$ cat src/rtl/store_monitor_if.sv
// Store monitor bus: processor store strobe in, store-log FIFO and verdict out.
// The master drives stores and pops; the slave is the monitor.
interface store_monitor_if #(
    parameter int DEPTH = 8
);
    localparam int CW = $clog2(DEPTH) + 1;

    logic          memwrite;
    logic [31:0]   dataadr;
    logic [31:0]   writedata;
    logic          log_rd;
    logic          log_valid;
    logic [31:0]   log_addr;
    logic [31:0]   log_data;
    logic [CW-1:0] log_count;
    logic          overflow;
    logic          done;
    logic          pass;
    logic [1:0]    fail_code;

    modport master (
        output memwrite, dataadr, writedata, log_rd,
        input  log_valid, log_addr, log_data, log_count,
        input  overflow, done, pass, fail_code
    );

    modport slave (
        input  memwrite, dataadr, writedata, log_rd,
        output log_valid, log_addr, log_data, log_count,
        output overflow, done, pass, fail_code
    );
endinterface

$ cat src/rtl/store_monitor.sv
// Watches processor stores for a pass/fail signature and a run timeout,
// logging every store seen while running into a first-word-fall-through FIFO.
module store_monitor #(
    parameter logic [31:0] PASS_ADDR  = 32'd84,
    parameter logic [31:0] PASS_DATA  = 32'hFFFF7F02,
    parameter logic [31:0] ALLOW_ADDR = 32'd80,
    parameter int          DEPTH      = 8,
    parameter int          TIMEOUT    = 1000
) (
    input  logic           clk,
    input  logic           reset,
    store_monitor_if.slave bus
);
    localparam int          AW      = $clog2(DEPTH);
    localparam int          CW      = AW + 1;
    localparam logic [31:0] TO_LAST = 32'(TIMEOUT - 1);
    localparam logic [CW-1:0] FULL  = CW'(DEPTH);

    typedef enum logic [1:0] {
        S_RUN,
        S_PASS,
        S_FAIL
    } state_e;

    state_e        state_q;
    logic [31:0]   cnt_q;
    logic          done_q;
    logic          pass_q;
    logic [1:0]    code_q;

    logic [31:0]   addr_mem [DEPTH];
    logic [31:0]   data_mem [DEPTH];
    logic [AW-1:0] wr_q;
    logic [AW-1:0] rd_q;
    logic [CW-1:0] count_q;
    logic [CW-1:0] count_d;
    logic          ovf_q;

    logic running;
    logic is_pass;
    logic push_req;
    logic pop;
    logic full;
    logic push;

    assign running  = (state_q == S_RUN);
    assign is_pass  = (bus.dataadr == PASS_ADDR) &&
                      (bus.writedata == PASS_DATA);
    assign push_req = running && bus.memwrite;
    assign pop      = bus.log_rd && (count_q != '0);
    assign full     = (count_q == FULL);
    // A pop on the same edge frees the slot the incoming store needs.
    assign push     = push_req && (!full || pop);

    always_comb begin
        count_d = count_q;
        unique case ({push, pop})
            2'b10:   count_d = count_q + 1'b1;
            2'b01:   count_d = count_q - 1'b1;
            default: count_d = count_q;
        endcase
    end

    // A deciding store outranks the timeout in the same cycle.
    always_ff @(posedge clk) begin
        if (!reset) begin
            state_q <= S_RUN;
            cnt_q   <= '0;
            done_q  <= 1'b0;
            pass_q  <= 1'b0;
            code_q  <= 2'b00;
        end else if (running) begin
            cnt_q <= cnt_q + 32'd1;
            if (bus.memwrite && is_pass) begin
                state_q <= S_PASS;
                done_q  <= 1'b1;
                pass_q  <= 1'b1;
                code_q  <= 2'b00;
            end else if (bus.memwrite && bus.dataadr != ALLOW_ADDR) begin
                state_q <= S_FAIL;
                done_q  <= 1'b1;
                code_q  <= 2'b01;
            end else if (cnt_q == TO_LAST) begin
                state_q <= S_FAIL;
                done_q  <= 1'b1;
                code_q  <= 2'b10;
            end
        end
    end

    always_ff @(posedge clk) begin
        if (!reset) begin
            wr_q    <= '0;
            rd_q    <= '0;
            count_q <= '0;
            ovf_q   <= 1'b0;
        end else begin
            if (push) wr_q <= wr_q + 1'b1;
            if (pop)  rd_q <= rd_q + 1'b1;
            count_q <= count_d;
            if (push_req && full && !pop) ovf_q <= 1'b1;
        end
    end

    always_ff @(posedge clk) begin
        if (push) begin
            addr_mem[wr_q] <= bus.dataadr;
            data_mem[wr_q] <= bus.writedata;
        end
    end

    assign bus.log_valid = (count_q != '0);
    assign bus.log_addr  = addr_mem[rd_q];
    assign bus.log_data  = data_mem[rd_q];
    assign bus.log_count = count_q;
    assign bus.overflow  = ovf_q;
    assign bus.done      = done_q;
    assign bus.pass      = pass_q;
    assign bus.fail_code = code_q;
endmodule

$ cat src/flat_wrapper.sv
// flat-port wrapper written by rule: the top's interface ports become plain ports
module store_monitor_flat 
#(
    parameter logic [31:0] PASS_ADDR  = 32'd84,
    parameter logic [31:0] PASS_DATA  = 32'hFFFF7F02,
    parameter logic [31:0] ALLOW_ADDR = 32'd80,
    parameter int          DEPTH      = 8,
    parameter int          TIMEOUT    = 1000
)
  (clk, reset, bus_memwrite, bus_dataadr, bus_writedata, bus_log_rd, bus_log_valid, bus_log_addr, bus_log_data, bus_log_count, bus_overflow, bus_done, bus_pass, bus_fail_code);
  store_monitor_if #(.DEPTH(DEPTH)) bus_i ();
  input  logic clk;
  input  logic reset;
  input wire logic [$bits(bus_i.memwrite)-1:0] bus_memwrite;
  input wire logic [$bits(bus_i.dataadr)-1:0] bus_dataadr;
  input wire logic [$bits(bus_i.writedata)-1:0] bus_writedata;
  input wire logic [$bits(bus_i.log_rd)-1:0] bus_log_rd;
  output wire logic [$bits(bus_i.log_valid)-1:0] bus_log_valid;
  output wire logic [$bits(bus_i.log_addr)-1:0] bus_log_addr;
  output wire logic [$bits(bus_i.log_data)-1:0] bus_log_data;
  output wire logic [$bits(bus_i.log_count)-1:0] bus_log_count;
  output wire logic [$bits(bus_i.overflow)-1:0] bus_overflow;
  output wire logic [$bits(bus_i.done)-1:0] bus_done;
  output wire logic [$bits(bus_i.pass)-1:0] bus_pass;
  output wire logic [$bits(bus_i.fail_code)-1:0] bus_fail_code;
  assign bus_i.memwrite = bus_memwrite;
  assign bus_i.dataadr = bus_dataadr;
  assign bus_i.writedata = bus_writedata;
  assign bus_i.log_rd = bus_log_rd;
  assign bus_log_valid = bus_i.log_valid;
  assign bus_log_addr = bus_i.log_addr;
  assign bus_log_data = bus_i.log_data;
  assign bus_log_count = bus_i.log_count;
  assign bus_overflow = bus_i.overflow;
  assign bus_done = bus_i.done;
  assign bus_pass = bus_i.pass;
  assign bus_fail_code = bus_i.fail_code;
  store_monitor #(.PASS_ADDR(PASS_ADDR), .PASS_DATA(PASS_DATA), .ALLOW_ADDR(ALLOW_ADDR), .DEPTH(DEPTH), .TIMEOUT(TIMEOUT)) u_core (.clk(clk), .reset(reset), .bus(bus_i));
endmodule
$ cat config.mk
export PLATFORM = sky130hd
export DESIGN_NAME = store_monitor_flat
export DESIGN_NICKNAME = d
export VERILOG_FILES = /design/src/rtl/store_monitor_if.sv /design/src/rtl/store_monitor.sv /design/src/flat_wrapper.sv
export SDC_FILE = /design/constraint.sdc
export NUM_CORES = 1
export LEC_CHECK = 0
export ABC_AREA = 1
export CAP_MARGIN = 20
export CORE_ASPECT_RATIO = 0.75
export CORE_MARGIN = 2
export CORE_UTILIZATION = 28
export CTS_BUF_LIST = sky130_fd_sc_hd__clkbuf_16
export CTS_CLUSTER_DIAMETER = 60
export DETAILED_ROUTE_END_ITERATION = 6
export GPL_TIMING_DRIVEN = 0
export PLACE_DENSITY = 0.49
export REMOVE_ABC_BUFFERS = 1
export SYNTH_ARGS = -nofsm -noshare
export SYNTH_HDL_FRONTEND = slang
export SYNTH_SLANG_ARGS = --single-unit
$ cat constraint.sdc
create_clock -name clk -period 5.8 [get_ports clk]
set_input_delay 0.87 -clock clk [delete_from_list [all_inputs] [get_ports clk]]
set_output_delay 0.87 -clock clk [all_outputs]
set_load 0.02 [all_outputs]
Word level (Yosys, flattened, before mapping)
Memories as Yosys holds them, arrays and structs flattened. A register that Yosys moved wholly into a read port is not among the register bits. Cells that the tools add are included.

Flip-flop bits (word level): 49. RAM bits: 512. Output and inout bits: 74. Word-level logic and storage cells: 55. Memories: 2.

Add/subtract/negate cells: 5. Equality and inequality tests: 7. Mux-type cells: 15. Reduce and logical (&&, ||, !) cells: 17.

Memory list: u_core.addr_mem (words 8, width 32, read ports 1, clocked after memory_dff 1, wr ports 1, RTL line store_monitor.sv:31) `logic [31:0] addr_mem [DEPTH];`; u_core.data_mem (words 8, width 32, read ports 1, clocked after memory_dff 1, wr ports 1, RTL line store_monitor.sv:32) `logic [31:0] data_mem [DEPTH];`.

Operators by type and width (count): $add 32x1->32 const B (1); $eq 32x10->1 const B (1); $eq 32x32->1 const B (1); $eq 32x7->1 const B (1); $ne 32x7->1 const B (1); $mux 3 (4); $mux 2 (5); $logic_and 1x1->1 (8); $pmux 4 s2 (1); $add 3x1->3 const B (2); $mux 1 (5); $add 4x1->4 const B (1); $eq 4x4->1 const B (1); $reduce_and 2->1 (2); $reduce_bool 4->1 (1); $sub 4x1->4 const B (1); $reduce_bool 3->1 (1); $eq 2x1->1 const B (1); $eq 2x2->1 const B (1); $logic_not 1->1 (2); $logic_not 2->1 (1); $reduce_bool 2->1 (1); $logic_or 1x1->1 (1).

Longest topological paths before layout
Depth after elaboration: 6. Mapped depth: 14.

Least setup slack after synthesis
OpenSTA, ideal clock, no wires.

Kind: input to register. Start point: in bus_memwrite. End point: mem u_core.addr_mem[0][0], enable pin. Arrival time: 4032 ps. Required time: 5314 ps. Slack: 1281 ps. Stages: 6. Path buffers: 0. Cells stage by stage: nand2_1 > inv_1 > nand2_1 > inv_1 > nand2_1 > nor2_1.

Word-level cells in the longest chain between the ends: 4.

Ends and longest elaborated chain: start: declaration (RTL line flat_wrapper.sv:14) `input wire logic [$bits(bus_i.memwrite)-1:0] bus_memwrite;`; $logic_and 1x1->1 (RTL line store_monitor.sv:49) `assign push_req = running && bus.memwrite;`; $logic_and 1x1->1 (RTL line store_monitor.sv:53) `assign push = push_req && (!full || pop);`; $mux 1 (RTL line store_monitor.sv:106) `if (push) begin`; $mux 1 (not written as such) (RTL line store_monitor.sv:107) `addr_mem[wr_q] <= bus.dataadr;`; end: declaration (RTL line store_monitor.sv:31).

Every way passes these cells.

==> impl_results.md <==
* DRC Markers at 0
* Arr. time, crit path at 4.02 ns
* Sequential share of the synthesized area at 72.0%
* Clk_lat worst skew at 0.59 ns
* Worst-path clk slew at 0.06 ns
* Vias per inst at approximately 4.7
* Placement Setup Slack at 1.48 ns
* Worst IR Drop VDD at 0.188 mV
* Slowest CP cell: clkdlybuf4s50_1
* Pint at 7750 uW
* Post-route ant nets at 0
* Post-CTS setup buffers at 0
* Net load switching power at 3070 uW
* Clock share of power at ~38%
* Power Dens Cells at 387 nW/um2
* Routability cong. at 0.816
* Num CTS Buffers at 67
* Mapped Avg Cell Area at around 11 um2
* Pin count of the biggest net entering global routing at 140
* Clk_skew at about 0.016 ns
* Vias at 15,100
* CP Launch Type: flop
* First-pass GRT wire length at about 90,000 um
* Layout Nets at 2,194
* Outcome: finished clean
* Vias in the first global route at 14,900
* Cell Count Post-Placement at 3,111
* TritonCTS clock tree: yes
* Crit path time final at 4.89 ns
* Die Y-Extent at roughly 250 um
* Final Cycle Share at 84.3%
* Fmax at 205 MHz
* Initial antenna violation count at 6
* Routed len/inst at 18.7 um
* I/O Buffers at around 140
* CORE AREA at 80,500 um2
* Number of diodes at 0
* Starting Density at roughly 28%
* Leak at just over 0.009 uW
* Count of pins over their slew limit at 0
* Cell mode on critical path: buf_16
* Sw Ratio at 28.4%
* Crit-path max FO at between 100 and 150
* Overflow left after global routing at 0
* Final Power at ~11,000 uW
* CTS-repair resized insts at 0
* Sequential share of power at 42.7%
* Hold crit path type: flop to flop
* Final setup TNS at 0 ns
* Total of max-cap violations at 0
* Ys async rst share at 0%
* Die Area at 83,700 um2
* Post-route cell area at 28,000 um2
* CP Cell Sequence: buf_16, inv_8, buf_16, o21ai_0, o22ai_1, nor2_1, a31oi_1, clkdlybuf4s50_1
* DR iter-0 viols at approximately 1,100
* Final hold vios at 0
* CTS root buf: clkbuf_16
* Number of distinct library cells after synthesis at 32
* Final Worst Setup Slack at 0.913 ns
* Layout cells sized above 1 at 6.77%
* Cts hold-fix bufs at 0
* Top Ports at 142
* RSZ-0062 raised after global routing: no
* Layout area overhead at 22.7%
* DP Wirelength at 35,900 um
* Kind of critical path: flop to primary output
* Drt total wl at about 60,000 um
* Non-Filler Instances at 3,228
* Max_slew headroom at 32.8%
* Worst Path Required at 4.93 ns
* DR pass1 iterations at 5
* Cells after Synth at around 2,000
* # setup viols final at 0
* Placed Area at 25,800 um2
* CTS Buffer Depth at 3
* Comb pwr share at about a fifth
* Synth warn at 0
* CTS Sinks at 564
* Htree depth at 3
* Width of the die at 333 um
* Flops & latches, synth at ~560
* Crit path largest cell delay at 0.71 ns
* Post-synth EDFFs at 512
* Row Count at 90
* GRT Overall Usage at between 10 and 15%
* Critical Path End Type: primary output
* Post-Syn Area at 22,800 um2
* Slew @ Worst Pin at 1.01 ns
* Dominant synthesized flop cell: edfxtp_1
==> synthesized netlist by cell type, types with 18 or more instances <==
master / number / area, um2
clkbuf_1: 63 / 236
o21ai_0: 271 / 1360
a31oi_1: 64 / 400
a21oi_1: 30 / 150
o22ai_1: 64 / 400
dfxtp_1: 52 / 1040
nor2_1: 561 / 2110
edfxtp_1: 512 / 15400
nand3_1: 28 / 140
nand2_1: 159 / 597
buf_2: 27 / 135
nor3_1: 18 / 90.1
inv_1: 77 / 289
==> sequential cells by signal, summed over array words and instances (netlist names), named ones only <==
register,flops
u_core.addr_mem,256
u_core.data_mem,256
u_core.cnt_q,32
u_core.bus.log_count,4
u_core.rd_q,3
u_core.wr_q,3
u_core.bus.fail_code,2
u_core.state_q,2
u_core.bus.done,1
u_core.bus.overflow,1
u_core.bus.pass,1
==> final timing paths <==
kind	startpoint	end	slack (ns)	cells after the start
worst max-delay path	flop	bus_log_addr[21]	0.91	8
worst min-delay path	u_core.rd_q[2]	flop	0.46	2
worst max register to register	u_core.state_q[1]	u_core.addr_mem[6][28]	2.50	10
worst min register to register	u_core.rd_q[2]	flop	0.46	2
==> power by group through the flow <==
stage	Combinational [uW]	Sequential, uW	Clock (uW)
after floorplan	1100	4780	0
after global placement	2010	4900	0
after detailed placement	2180	4710	0
after CTS	2190	4620	4180
after global routing	2360	4630	4340
final	2140	4620	4060
==> cells in the final DEF (no fill, tap or decap), types with 20 or more instances in the layout <==
cell type | netlist | final
a21oi_1 | 30 | 30
clkbuf_16 | 0 | 70
clkdlybuf4s50_1 | 0 | 141
o22ai_1 | 64 | 64
nand2_1 | 159 | 159
dfxtp_1 | 52 | 50
nand3_1 | 28 | 28
nor2_1 | 561 | 553
buf_12 | 0 | 20
a31oi_1 | 64 | 64
o21ai_0 | 271 | 271
edfxtp_1 | 512 | 512
inv_1 | 77 | 85
==> per-stage QoR <==
step                      hold WS, ns  utilization, %
final                           0.459            34.7
after global routing            0.497            34.7
after CTS                       0.464            34.7
after detailed placement        0.452            32.1
after global placement          0.456            31.1
after floorplan                 0.433               -
==> logic make-up (layout without fill, tap and decap cells) <==
logic type	Yosys count	after routing	synth area share, %
compound gates	432	432	10.2
simple gates	789	789	13.7
fa+ha+maj	4	4	0.220
buf+inv	185	368	3.33
flops	564	564	72.0
xor+xnor	13	13	0.500
==> routing by layer <==
| metal | up-vias | track usage (%) | routed length (um) |
|---|---|---|---|
| met4 | 12 | 4.25 | 1310 |
| met2 | 323 | 22.3 | 27200 |
| met5 | - | 0 | 74 |
| met3 | 100 | 3.43 | 3420 |
| met1 | 7420 | 20.0 | 28500 |
| li1 | 7289 | - | - |
==> worst max-delay path, delay by kind of cell, from the launching register on <==
family / cells / cell delay (ns)
buffers and inverters: 4 / 1.97
AOI/OAI and AO/OA: 3 / 0.70
DFF: 1 / 0.52
and+or+nand+nor: 1 / 0.06
==> final cells by class <==
class,instances,area (um2)
clock buffer,70,1750
clock inverter,47,390
fill,7722,52500
inverter,80,318
multi-input combinational,1238,5670
sequential,564,16400
tap,1058,1320
timing repair buffer,171,2090
(Power assumes the default switching activity.)
